===== config.mk =====
export PLATFORM = sky130hd
export DESIGN_NAME = jstk_poll_ctrl_flat
export DESIGN_NICKNAME = d
export VERILOG_FILES = /design/src/rtl/jstk_pkg.sv /design/src/rtl/jstk_poll_ctrl_if.sv /design/src/rtl/cycle_timer.sv /design/src/rtl/jstk_poll_ctrl.sv /design/src/flat_wrapper.sv
export SDC_FILE = /design/constraint.sdc
export NUM_CORES = 1
export LEC_CHECK = 0
export ABC_AREA = 1
export CORE_ASPECT_RATIO = 0.8
export CORE_MARGIN = 3
export CORE_UTILIZATION = 59
export CTS_BUF_LIST = sky130_fd_sc_hd__clkbuf_2 sky130_fd_sc_hd__clkbuf_4 sky130_fd_sc_hd__clkbuf_8
export CTS_CLUSTER_DIAMETER = 120
export DETAILED_ROUTE_END_ITERATION = 8
export MAX_ROUTING_LAYER = met4
export PLACE_DENSITY = 0.87
export SETUP_SLACK_MARGIN = 0.02
export SLEW_MARGIN = 10
export SYNTH_ARGS = -nofsm -noshare
export SYNTH_HDL_FRONTEND = slang
export SYNTH_HIERARCHICAL = 1
export SYNTH_SLANG_ARGS = --single-unit

===== constraint.sdc =====
create_clock -name i_clk -period 2.8 [get_ports i_clk]
set_input_delay 0.56 -clock i_clk [delete_from_list [all_inputs] [get_ports i_clk]]
set_output_delay 0.56 -clock i_clk [all_outputs]
set_load 0.03 [all_outputs]

===== src/rtl/jstk_pkg.sv =====
// jstk_pkg: shared state encoding, frame constants and helpers for the PmodJSTK poller
package jstk_pkg;
    typedef enum logic [2:0] {IDLE, SETUP, XFER, WAIT, GAP, DONE, ABORT} jstk_state_t;
    localparam int JSTK_NUM_BYTES = 5;
    localparam logic [5:0] JSTK_CMD_PREFIX = 6'b100000;
    function automatic logic [7:0] jstk_cmd(input logic [1:0] led);
        return {JSTK_CMD_PREFIX, led};
    endfunction
    function automatic int jstk_max3(input int a, input int b, input int c);
        return a > b ? (a > c ? a : c) : (b > c ? b : c);
    endfunction
endpackage


===== src/rtl/jstk_poll_ctrl_if.sv =====
// jstk_poll_ctrl_if: byte-level SPI handshake between the poller and the SPI master
interface jstk_poll_ctrl_if;
    logic       o_ss;
    logic       o_spi_start;
    logic [7:0] o_spi_tx;
    logic       i_spi_done;
    logic [7:0] i_spi_rx;
    modport master (output o_ss, o_spi_start, o_spi_tx, input i_spi_done, i_spi_rx);
    modport slave (input o_ss, o_spi_start, o_spi_tx, output i_spi_done, i_spi_rx);
endinterface


===== src/rtl/cycle_timer.sv =====
// cycle_timer: loadable count-down delay counter, expired while the count sits at zero
module cycle_timer #(
    parameter int W = 8
) (
    input  logic         i_clk,
    input  logic         i_rst,
    input  logic         i_load,
    input  logic [W-1:0] i_val,
    output logic         o_expired
);
    logic [W-1:0] r_cnt;
    always_ff @(posedge i_clk) begin
        if (i_rst) r_cnt <= '0;
        else if (i_load) r_cnt <= i_val;
        else if (r_cnt != '0) r_cnt <= r_cnt - W'(1);
    end
    assign o_expired = r_cnt == '0;
endmodule


===== src/rtl/jstk_poll_ctrl.sv =====
// jstk_poll_ctrl: periodic PmodJSTK reader sequencing 5-byte SPI frames and decoding X/Y/buttons
module jstk_poll_ctrl
    import jstk_pkg::*;
#(
    parameter int POLL_CYCLES     = 20_000_000,
    parameter int SS_SETUP_CYCLES = 1_500,
    parameter int BYTE_GAP_CYCLES = 1_000,
    parameter int TIMEOUT_CYCLES  = 100_000
) (
    input  logic             i_clk,
    input  logic             i_rst,
    input  logic             i_en,
    input  logic [1:0]       i_led_cmd,
    jstk_poll_ctrl_if.master spi,
    output logic [9:0]       o_x,
    output logic [9:0]       o_y,
    output logic [2:0]       o_btn,
    output logic             o_valid,
    output logic             o_err,
    output logic             o_busy
);
    localparam int PW = $clog2(POLL_CYCLES) + 1;
    localparam int TW = $clog2(jstk_max3(SS_SETUP_CYCLES, BYTE_GAP_CYCLES, TIMEOUT_CYCLES)) + 1;

    jstk_state_t   r_state, w_next;
    logic [PW-1:0] r_poll;
    logic [2:0]    r_idx;
    logic [7:0]    r_tx0, r_b0, r_b2;
    logic [1:0]    r_b1, r_b3;
    logic          w_tick, w_begin, w_take, w_last, w_active, w_load, w_exp;
    logic [TW-1:0] w_load_val;

    assign w_tick   = r_poll == PW'(POLL_CYCLES - 1);
    assign w_begin  = r_state == IDLE && w_tick && i_en;
    assign w_take   = r_state == WAIT && spi.i_spi_done;
    assign w_last   = r_idx == 3'(JSTK_NUM_BYTES - 1);
    assign w_active = r_state inside {SETUP, XFER, WAIT, GAP, DONE};

    cycle_timer #(.W(TW)) u_timer (
        .i_clk    (i_clk),
        .i_rst    (i_rst),
        .i_load   (w_load),
        .i_val    (w_load_val),
        .o_expired(w_exp)
    );

    always_ff @(posedge i_clk) begin
        if (i_rst) begin
            r_state <= IDLE;
            r_poll  <= '0;
        end else begin
            r_state <= w_next;
            r_poll  <= w_tick ? '0 : r_poll + PW'(1);
        end
    end

    // The timeout is loaded from XFER so the window counts from the start pulse itself
    always_comb begin
        w_next     = r_state;
        w_load     = 1'b0;
        w_load_val = '0;
        case (r_state)
            IDLE: begin
                w_load     = w_begin;
                w_load_val = TW'(SS_SETUP_CYCLES - 1);
                w_next     = w_begin ? SETUP : IDLE;
            end
            SETUP: w_next = w_exp ? XFER : SETUP;
            XFER: begin
                w_load     = 1'b1;
                w_load_val = TW'(TIMEOUT_CYCLES - 2);
                w_next     = WAIT;
            end
            WAIT: begin
                w_load     = spi.i_spi_done;
                w_load_val = TW'(BYTE_GAP_CYCLES - 1);
                w_next     = spi.i_spi_done ? (w_last ? DONE : GAP) : (w_exp ? ABORT : WAIT);
            end
            GAP: w_next = w_exp ? XFER : GAP;
            default: w_next = IDLE;
        endcase
    end

    always_ff @(posedge i_clk) begin
        if (i_rst) begin
            r_idx <= '0;
            r_tx0 <= '0;
            r_b0  <= '0;
            r_b1  <= '0;
            r_b2  <= '0;
            r_b3  <= '0;
            o_x   <= '0;
            o_y   <= '0;
            o_btn <= '0;
        end else begin
            if (w_begin) begin
                r_tx0 <= jstk_cmd(i_led_cmd);
                r_idx <= '0;
            end
            if (w_take) begin
                r_idx <= r_idx + 3'd1;
                case (r_idx)
                    3'd0: r_b0 <= spi.i_spi_rx;
                    3'd1: r_b1 <= spi.i_spi_rx[1:0];
                    3'd2: r_b2 <= spi.i_spi_rx;
                    3'd3: r_b3 <= spi.i_spi_rx[1:0];
                    default: ;
                endcase
            end
            if (w_take && w_last) begin
                o_x   <= {r_b1, r_b0};
                o_y   <= {r_b3, r_b2};
                o_btn <= spi.i_spi_rx[2:0];
            end
        end
    end

    assign spi.o_ss        = !w_active;
    assign spi.o_spi_start = r_state == XFER;
    assign spi.o_spi_tx    = (r_state inside {XFER, WAIT} && r_idx == 3'd0) ? r_tx0 : 8'h00;
    assign o_valid         = r_state == DONE;
    assign o_err           = r_state == ABORT;
    assign o_busy          = w_active;
endmodule


===== src/flat_wrapper.sv =====
// flat-port wrapper written by rule: the top's interface ports become plain ports
module jstk_poll_ctrl_flat import jstk_pkg::*;
#(
    parameter int POLL_CYCLES     = 20_000_000,
    parameter int SS_SETUP_CYCLES = 1_500,
    parameter int BYTE_GAP_CYCLES = 1_000,
    parameter int TIMEOUT_CYCLES  = 100_000
)
  (i_clk, i_rst, i_en, i_led_cmd, o_x, o_y, o_btn, o_valid, o_err, o_busy, spi_o_ss, spi_o_spi_start, spi_o_spi_tx, spi_i_spi_done, spi_i_spi_rx);
  jstk_poll_ctrl_if spi_i ();
  input  logic i_clk;
  input  logic i_rst;
  input  logic i_en;
  input  logic [1:0] i_led_cmd;
  output logic [9:0] o_x;
  output logic [9:0] o_y;
  output logic [2:0] o_btn;
  output logic o_valid;
  output logic o_err;
  output logic o_busy;
  output wire logic [$bits(spi_i.o_ss)-1:0] spi_o_ss;
  output wire logic [$bits(spi_i.o_spi_start)-1:0] spi_o_spi_start;
  output wire logic [$bits(spi_i.o_spi_tx)-1:0] spi_o_spi_tx;
  input wire logic [$bits(spi_i.i_spi_done)-1:0] spi_i_spi_done;
  input wire logic [$bits(spi_i.i_spi_rx)-1:0] spi_i_spi_rx;
  assign spi_o_ss = spi_i.o_ss;
  assign spi_o_spi_start = spi_i.o_spi_start;
  assign spi_o_spi_tx = spi_i.o_spi_tx;
  assign spi_i.i_spi_done = spi_i_spi_done;
  assign spi_i.i_spi_rx = spi_i_spi_rx;
  jstk_poll_ctrl #(.POLL_CYCLES(POLL_CYCLES), .SS_SETUP_CYCLES(SS_SETUP_CYCLES), .BYTE_GAP_CYCLES(BYTE_GAP_CYCLES), .TIMEOUT_CYCLES(TIMEOUT_CYCLES)) u_core (.i_clk(i_clk), .i_rst(i_rst), .i_en(i_en), .i_led_cmd(i_led_cmd), .spi(spi_i), .o_x(o_x), .o_y(o_y), .o_btn(o_btn), .o_valid(o_valid), .o_err(o_err), .o_busy(o_busy));
endmodule

After elaboration in Yosys (flattened, before gate mapping)
Cells that the tools add are included.
{ "totals": {"output_inout_bits": 36, "regBits": 96, "word_cells": 59, "input_bits": 14} }
{ "classes": {"n_addsub": 3, "n_eq_ne": 11, "reduce_logical": 19, "muxes": 14} }
{ "ops": {"columns": ["cell", "n"], "rows": [
  ["one-hot mux 17 bit (3 select lines)", 1],
  ["2-to-1 mux 18 bit", 2],
  ["adder 26 x 1 -> 26 bit (second input constant)", 1],
  ["equality test 26 x 25 -> 1 bit (second input constant)", 1],
  ["zero test 18 bit", 1],
  ["nonzero test 18 bit", 1],
  ["subtractor 18 x 1 -> 18 bit (second input constant)", 1],
  ["2-to-1 mux 3 bit", 5],
  ["one-hot mux 3 bit (5 select lines)", 1],
  ["equality test 3 x 2 -> 1 bit (second input constant)", 4],
  ["equality test 3 bit (second input constant)", 4],
  ["2-to-1 mux 8 bit", 1],
  ["AND reduction 2 bit", 4],
  ["equality test 3 x 1 -> 1 bit (second input constant)", 2],
  ["zero test 3 bit", 2],
  ["nonzero test 2 bit", 3],
  ["logical AND 1 bit", 5],
  ["nonzero test 5 bit", 1],
  ["adder 3 x 1 -> 3 bit (second input constant)", 1],
  ["one-hot mux 1 bit (3 select lines)", 1],
  ["2-to-1 mux 1 bit", 2],
  ["2-to-1 mux 2 bit", 1],
  ["OR reduction 2 bit", 1],
  ["zero test 1 bit", 1]
]} }

Logic depth before layout (Yosys ltp)
Gate-level depths: netlist (run 1).
{ "logic_depth": {"ltp_word": 5, "mapped_depth": 15, "ltp_nobuf": 13} }

Cells and area by module
The synthesis (run 1) kept the hierarchy.
{ "by_module_without_submodules": {"columns": ["module", "area_per_inst_um2", "instances", "cells_per_inst", "seq_area_each_um2"], "rows": [
  ["jstk_poll_ctrl", 3567.2, 1, 498, 1561.5],
  ["cycle_timer", 1246.2, 1, 207, 360.3]
]} }

Worst setup path before layout (run 1)
Ideal clock, no wire load.
{ "synth_timing": {"kind": "register -> register", "from": "register u_core.r_poll[0]", "to": "register u_core.u_timer.r_cnt[14]", "n_path_buf": 3, "required_time_ns": 2.672, "path_slack_ns": 0.694, "t_arrival_ns": 1.978, "period_less_slack_ns": 2.106, "stages_incl_launch_ff": 16, "setup_time_ns": 0.128, "cell_sequence": "dfxtp_1 ha_1 nand2_1 nor2_4 nand2_2 nor2_4 nand3_4 nand3_1 buf_2 inv_1 buf_4 buf_4 nand3_1 nand2_1 nand2_1 nor2_1"} }
{ "synth_via": {"elab_chain_cells": 5, "elab_cells_between_ends": 6, "cone_classes": "eq/ne: 1; mux: 2; reduce/logical: 3"} }
{ "synth_lines": {"columns": ["element", "line_no", "rtl"], "rows": [
  ["from (decl)", "jstk_poll_ctrl.sv:26", "logic [PW-1:0] r_poll;"],
  ["from (signal assigned)", "jstk_poll_ctrl.sv:53", "r_poll <= w_tick ? '0 : r_poll + PW'(1);"],
  ["equality test 26 x 25 -> 1 bit *", "jstk_poll_ctrl.sv:33", "assign w_tick = r_poll == PW'(POLL_CYCLES - 1);"],
  ["logical AND 1 bit * (2 in series)", "jstk_poll_ctrl.sv:34", "assign w_begin = r_state == IDLE && w_tick && i_en;"],
  ["one-hot mux 1 bit (3 select lines) *", "jstk_poll_ctrl.sv:62", "case (r_state)"],
  ["named net u_core.w_load", "jstk_poll_ctrl.sv:30", "logic w_tick, w_begin, w_take, w_last, w_active, w_load, w_exp;"],
  ["2-to-1 mux 18 bit or nonzero test 2 bit (tied branches)", null, null],
  ["to (signal assigned)", "cycle_timer.sv:14", "else if (i_load) r_cnt <= i_val;"],
  ["to (signal assigned)", "cycle_timer.sv:15", "else if (r_cnt != '0) r_cnt <= r_cnt - W'(1);"],
  ["to (decl)", "cycle_timer.sv:11", "logic [W-1:0] r_cnt;"]
]} }
Mark *: on every way through the listed nets, which the timed path passes. The rest lies on a longest branch.
A chain may end at the register's enable or synchronous reset.

Worst setup path after layout (run 1)
{ "layout_timing": {"from": "register u_core.r_state[0]", "to": "output spi_o_spi_start"} }
{ "layout_via": {"elab_chain_cells": 1} }
{ "layout_lines": {"columns": ["element", "line_no", "rtl"], "rows": [
  ["from (decl)", "jstk_poll_ctrl.sv:25", "jstk_state_t r_state, w_next;"],
  ["from (signal assigned)", "jstk_poll_ctrl.sv:52", "r_state <= w_next;"],
  ["equality test 3 x 2 -> 1 bit", "jstk_poll_ctrl.sv:119", "assign spi.o_spi_start = r_state == XFER;"],
  ["to (decl)", "flat_wrapper.sv:22", "output wire logic [$bits(spi_i.o_spi_start)-1:0] spi_o_spi_start;"]
]} }
Every way passes these cells.

==> results by group, run 1 <==
Power and ir drop
  – P_int: 2.22 mW
  – Worst IR Drop VDD: 411 uV
  – Power share of the clock group: 25.0%
  – PwrDens: 650 nW/um^2
  – Comb pwr share: 31.3%
  – Switching part of the total: 37.9%
  – Sequential share of power: 43.7%
  – P_leak: 2.43 nW
  – Net Sw Power: 1.36 mW

Floorplan
  – Die Y: 86.8 um
  – Row count: 28
  – Die ar.: 9280 sq um
  – Die X: 107 um
  – Initial Utilization: 62.7%
  – Total core area: 7670 sq um
  – I/O Pins: 50

Global route
  – Grt total ovfl: 0
  – Number of global-route vias before repair: 4179
  – GR Util All Layers: 25.7%
  – Global-route wire length before repair: 18.8 mm
  – Initial antenna violation count: 0
  – Pin count of the biggest net entering global routing: 47

Drt
  – Drt via density: 5.18
  – Pre-antenna DRT Iters: 5
  – Post-DRT Antenna Nets: 0
  – Starting DRC count in detailed routing: 274
  – WL/cell: 12.8 um
  – Vias after detailed routing: 4467
  – Drt drc: 0
  – Final WL: 11.0 mm

Clocking
  – Post-cts sizing count: 0
  – CTS Buffer Depth: 2
  – TritonCTS Buffers: 9
  – CTS tree: done
  – Sink Count: 96
  – Clk root buf: clkbuf_8
  – Worst-Skew Late Latency: 360 ps
  – H-Tree Depth: 3
  – Setup Buffers After CTS: 0
  – Number of hold buffers added after CTS: 0
  – Clock-pin slew on the worst setup and hold paths: 110 ps

STA
  – Final Cycle Share: 93.8%
  – Finish-stage setup viols: 0
  – Final hold slack: 455 ps
  – Max Transition Viols Final: 0
  – Worst slew pin tran: 648 ps
  – Final Hold Violating Endpoints: 0
  – Final setup TNS: 0 ps
  – Max-slew headroom: 56.8%
  – Fmax: 0.381 GHz
  – RSZ-0062 raised after global routing: no
  – PnR worst setup slack: 173 ps
  – Fin crit period: 2630 ps
  – Worst Skew: 16.5 ps

Setup path
  – Crit path cell chain: nor2_1, nand2_1, inv_1, clkdlybuf4s50_1
  – CP arrival: 2070 ps
  – Reg2Reg Setup Slack: 270 ps
  – Reg2Reg Capture Point: u_core/u_timer/r_cnt[17]$_SDFFE_PP0P_
  – Required time of the critical path: 2240 ps
  – CP max-delay cell: clkdlybuf4s50_1
  – WP buf/inv: 2
  – Worst setup path category: flip-flop to output port
  – Critical path fanouts, max: 8
  – Crit end category: output port
  – Reg2reg path depth: 11
  – Critical R2R Launch: u_core/r_poll[0]$_SDFF_PP0_
  – Startpoint type of the worst setup path: flip-flop
  – Kind of cell adding the most delay to the critical path: buffers and inverters
  – Crit-path max cell delay: 660 ps

Placed design
  – Placed insts: 846
  – Port Buffers: 44
  – GPL Wtd Cong: 0.897
  – Setup WS pre-CTS: 89.9 ps
  – HPWL Detailed: 8.03 mm

Yosys
  – Yosys reg bits: 96
  – Synth top area share: 39.9%
  – Post-synth EDFFs: 0
  – Cell taking the most area after synthesis: dfxtp_1
  – Ys flop type: dfxtp_1
  – Cells after synthesis: 705
  – Register area share after synthesis: 39.9%
  – Synthesized area per cell: 6.83 sq um
  – Area contributors post-synth: dfxtp_1, nor2_1, nand2_1
  – Post-Syn Area: 4810 sq um
  – Synth warn: 6
  – Async set-reset flop share out of synthesis: 0%
  – Distinct cells, synth: 38

Final layout
  – Layout cells sized above 1: 7.66%
  – Final cell count without fillers: 862
  – Antenna Cells: 0
  – P&R area growth vs syn: 14.4%
  – Layout fillers: 623
  – Final net count: 773

Worst hold path
  – Worst hold path class: flip-flop to flip-flop
  – Hold path start: u_core/r_poll[0]$_SDFF_PP0_
  – Hold worst-path end: u_core/r_poll[0]$_SDFF_PP0_
  – Hold path depth: 1

Run
  – Max-Cap Viols: 0

Run status
  – Status: finished, final reports clean
## per-stage QoR
step	cell area, sq um	power, mW	util (%)
2_1_floorplan	4850	2.47	-
3_3_place_gp	5300	2.64	69.1
3_5_place_dp	5300	2.69	69.1
4_1_cts	5500	3.58	71.7
5_1_grt	5510	3.82	71.8
6_report	5510	3.58	71.8
## state kept, by name (all words and copies together), names as in the netlist, 8 cells and up
name	count
u_core/r_poll	26
u_core/o_x	10
u_core/u_timer/r_cnt	18
u_core/r_b2	8
u_core/r_b0	8
u_core/o_y	10
## layer usage
metal / vias up / GRT usage (%) / wire length, um
met1: 2026 / 34.5 / 5190
met4: 0 / 8.01 / 126
met2: 144 / 39.4 / 5040
met5: - / - / 0
met3: 15 / 4.91 / 652
li1: 2282 / - / -
## synth_stat cells, types with 2 or more instances
cell type,n
ha_1,7
buf_6,5
nand4_1,8
nor2_1,170
buf_4,9
xor2_1,7
o21ai_0,53
nor2_4,9
xnor2_1,4
clkbuf_1,6
nand2_1,162
nand2_2,6
nor2_2,4
inv_1,65
nor2_8,2
inv_2,2
or2_2,4
buf_2,3
a21oi_1,25
nand3_1,31
nand3b_1,2
dfxtp_1,96
nor3_1,10
## power groups by stage
stage	logic, mW	registers, mW	clock network [mW]
after global routing	1.27	1.58	0.976
after global placement	1.06	1.58	0
after floorplan	0.910	1.56	0
after CTS	1.11	1.56	0.918
after detailed placement	1.10	1.59	0
final	1.12	1.56	0.895
## kinds of logic after synthesis
| logic type | count (synthesis) | synth area share (%) |
|---|---|---|
| buf+inv | 93 | 8.99 |
| simple gates | 414 | 38.0 |
| xor+xnor | 11 | 2.00 |
| other cells | 1 | 0.0779 |
| compound gates | 83 | 9.20 |
| fa+ha+maj | 7 | 1.82 |
| flops | 96 | 39.9 |
## cell type report
cell class	instances	area [sq um]	area share (%)
Multi-Input combinational cell	525	2490	45.3
Inverter	70	272	4.93
Clock inverter	6	57.6	1.05
Timing Repair Buffer	50	493	8.95
Sequential cell	96	1920	34.9
Clock buffer	10	138	2.50
Tap cell	105	131	2.39
## how the worst max path moves through the flow
stage	from	end	slack (ps)	cells after the start
after floorplan	u_core/r_poll[0]$_SDFF_PP0_	u_core/u_timer/r_cnt[14]$_SDFFE_PP0P_	690	15
after global placement	spi_i_spi_done	u_core/u_timer/r_cnt[17]$_SDFFE_PP0P_	170	7
after detailed placement	spi_i_spi_done	u_core/u_timer/r_cnt[17]$_SDFFE_PP0P_	90	7
after CTS	u_core/r_idx[0]$_SDFFE_PP0P_	spi_o_spi_tx[0]	110	7
after global routing	u_core/r_poll[0]$_SDFF_PP0_	u_core/u_timer/r_cnt[17]$_SDFFE_PP0P_	40	11
final	u_core/r_state[0]$_SDFF_PP0_	spi_o_spi_start	170	4
## layout by cell type, fill, tap and decap left out, types with 3 or more instances in the layout
cell type	Yosys	routed
xnor2_1	4	4
dlymetal6s2s_1	0	3
inv_6	1	3
nor2_4	9	9
nand2_2	6	6
clkbuf_8	0	10
or2_2	4	4
nand2_1	162	162
inv_1	65	65
xor2_1	7	7
nor2_2	4	4
o21ai_0	53	53
nand3_1	31	31
nand4_1	8	8
a21oi_1	25	25
dfxtp_1	96	96
buf_4	9	6
nor2_1	170	170
nor3_1	10	10
ha_1	7	7
clkdlybuf4s50_1	0	41
conb_1	1	10
Note: power is estimated with default switching activity, not from simulation.
==> run 2: changes to the inputs <==
--- a/config.mk
+++ b/config.mk
@@ -10,11 +10,12 @@
 export CORE_MARGIN = 3
 export CORE_UTILIZATION = 59
 export CTS_BUF_LIST = sky130_fd_sc_hd__clkbuf_2 sky130_fd_sc_hd__clkbuf_4 sky130_fd_sc_hd__clkbuf_8
-export CTS_CLUSTER_DIAMETER = 120
+export CTS_CLUSTER_DIAMETER = 80
 export DETAILED_ROUTE_END_ITERATION = 8
 export MAX_ROUTING_LAYER = met4
 export PLACE_DENSITY = 0.87
 export SETUP_SLACK_MARGIN = 0.02
+export SKIP_CTS_REPAIR_TIMING = 1
 export SLEW_MARGIN = 10
 export SYNTH_ARGS = -nofsm -noshare
 export SYNTH_HDL_FRONTEND = slang
==> results of run 2 <==
No change in the layout: final DEF, timing and power equal those of run 1.
==> run 3: changes to the inputs <==
--- a/config.mk
+++ b/config.mk
@@ -8,12 +8,12 @@
 export ABC_AREA = 1
 export CORE_ASPECT_RATIO = 0.8
 export CORE_MARGIN = 3
-export CORE_UTILIZATION = 59
+export CORE_UTILIZATION = 50
 export CTS_BUF_LIST = sky130_fd_sc_hd__clkbuf_2 sky130_fd_sc_hd__clkbuf_4 sky130_fd_sc_hd__clkbuf_8
 export CTS_CLUSTER_DIAMETER = 80
 export DETAILED_ROUTE_END_ITERATION = 8
 export MAX_ROUTING_LAYER = met4
-export PLACE_DENSITY = 0.87
+export PLACE_DENSITY = 0.77
 export SETUP_SLACK_MARGIN = 0.02
 export SKIP_CTS_REPAIR_TIMING = 1
 export SLEW_MARGIN = 10
==> results by group, run 3 (synthesis gave the netlist of run 1 again) <==
Floorplan
  – Die ar.: 10800 sq um
  – Total core area: 9190 sq um
  – Die Y: 93.8 um
  – Die X: 116 um
  – I/O Pins: 50
  – Row count: 31
  – Initial Utilization: 52.4%

Global route
  – Grt total ovfl: 0
  – Global-route wire length before repair: 18.8 mm
  – Initial antenna violation count: 0
  – Pin count of the biggest net entering global routing: 47
  – Number of global-route vias before repair: 3985
  – GR Util All Layers: 22.1%

Clocking
  – TritonCTS Buffers: 9
  – CTS tree: done
  – Sink Count: 96
  – Clock-pin slew on the worst setup and hold paths: 90 ps
  – Worst-Skew Late Latency: 360 ps
  – CTS Buffer Depth: 2
  – Clk root buf: clkbuf_8
  – H-Tree Depth: 3

STA
  – Fmax: 0.394 GHz
  – Max-slew headroom: 55.9%
  – Worst Skew: 12.5 ps
  – Final Cycle Share: 90.6%
  – Final hold slack: 461 ps
  – Fin crit period: 2540 ps
  – RSZ-0062 raised after global routing: no
  – Final Hold Violating Endpoints: 0
  – Max Transition Viols Final: 0
  – Worst slew pin tran: 660 ps
  – Final setup TNS: 0 ps
  – Finish-stage setup viols: 0

Final layout
  – Top reg by flops: u_core/r_poll
  – Leading cell type in the layout, fill and taps excluded: nor2_1
  – Most frequent cells in the layout: nor2_1, nand2_1, dfxtp_1, inv_1, o21ai_0
  – Largest registers: u_core/r_poll (26), u_core/u_timer/r_cnt (18)
  – Max reg flops: 26
  – P&R area growth vs syn: 14.9%
  – Layout cells sized above 1: 7.42%
  – Final net count: 772
  – Antenna Cells: 0

Run status
  – Status: finished, final reports clean

Worst hold path
  – Hold path depth: 2
  – Hold worst-path end: u_core/r_poll[19]$_SDFF_PP0_
  – Worst hold path class: flip-flop to flip-flop
  – Hold path start: u_core/r_poll[19]$_SDFF_PP0_

Drt
  – Final WL: 11.2 mm
  – Post-DRT Antenna Nets: 0
  – Pre-antenna DRT Iters: 5
  – Drt drc: 0
  – Vias after detailed routing: 4416
  – Starting DRC count in detailed routing: 327
  – WL/cell: 12.9 um
  – Drt via density: 5.08

Setup path
  – Reg2Reg Capture Point: u_core/u_timer/r_cnt[4]$_SDFFE_PP0P_
  – CP arrival: 1980 ps
  – Worst setup path category: flip-flop to output port
  – Crit end category: output port
  – Reg2Reg Setup Slack: 340 ps
  – Required time of the critical path: 2240 ps
  – Reg2reg path depth: 11
  – Critical path fanouts, max: 8
  – Critical R2R Launch: u_core/r_poll[0]$_SDFF_PP0_
  – Startpoint type of the worst setup path: flip-flop

Power and ir drop
  – PwrDens: 662 nW/um^2
  – Worst IR Drop VDD: 299 uV
  – P_leak: 2.43 nW

Placed design
  – HPWL Detailed: 8.35 mm
  – GPL Wtd Cong: 0.912
  – Port Buffers: 44

Run
  – Max-Cap Viols: 0
## run 3: area by class of cell
class	instances	area [sq um]
Fill cell	854	3660
Multi-Input combinational cell	525	2490
Clock inverter	6	90.1
Clock buffer	9	124
Inverter	70	272
Tap cell	115	144
Sequential cell	96	1920
Timing Repair Buffer	49	485
## run 3: worst max-delay path by stage
stage | start | endpoint
after floorplan | u_core/r_poll[0]$_SDFF_PP0_ | u_core/u_timer/r_cnt[14]$_SDFFE_PP0P_
after global placement | spi_i_spi_done | u_core/u_timer/r_cnt[17]$_SDFFE_PP0P_
after detailed placement | spi_i_spi_done | u_core/u_timer/r_cnt[17]$_SDFFE_PP0P_
after CTS | u_core/r_idx[0]$_SDFFE_PP0P_ | spi_o_spi_tx[1]
after global routing | u_core/r_poll[0]$_SDFF_PP0_ | u_core/u_timer/r_cnt[4]$_SDFFE_PP0P_
final | u_core/r_state[0]$_SDFF_PP0_ | spi_o_spi_start
## run 3: metal layers
metal | vias to the layer above | wire length [um] | track usage (%)
li1 | 2278 | - | -
met1 | 2034 | 5650 | 30.9
met2 | 96 | 4870 | 32.9
met3 | 8 | 622 | 4.64
met4 | 0 | 86 | 5.41
met5 | - | 0 | -
## run 3: report_power, final
part / switching [mW] / internal [mW]
Sequential: 0.0988 / 1.46
Clock: 0.476 / 0.503
Combinational: 0.728 / 0.392
## run 3: critical path, cell delays in order, from the launching register on
cell and delay (ps):
dfxtp_1 400, nor2_1 140, buf_4 160, nand2_1 150, inv_1 90, clkdlybuf4s50_1 670
## run 3: stage by stage
stage / worst slack [ps] / cell area (sq um) / utilization, % / cells / power, mW
4_1_cts: 103 / 5520 / 60.1 / 870 / 3.67
5_1_grt: 61.1 / 5530 / 60.1 / 870 / 3.88
6_report: 262 / 5530 / 60.1 / 870 / 3.66
3_3_place_gp: 146 / 5310 / 57.7 / 855 / 2.66
3_5_place_dp: 134 / 5310 / 57.7 / 855 / 2.69
2_1_floorplan: 694 / 4850 / - / 714 / 2.47
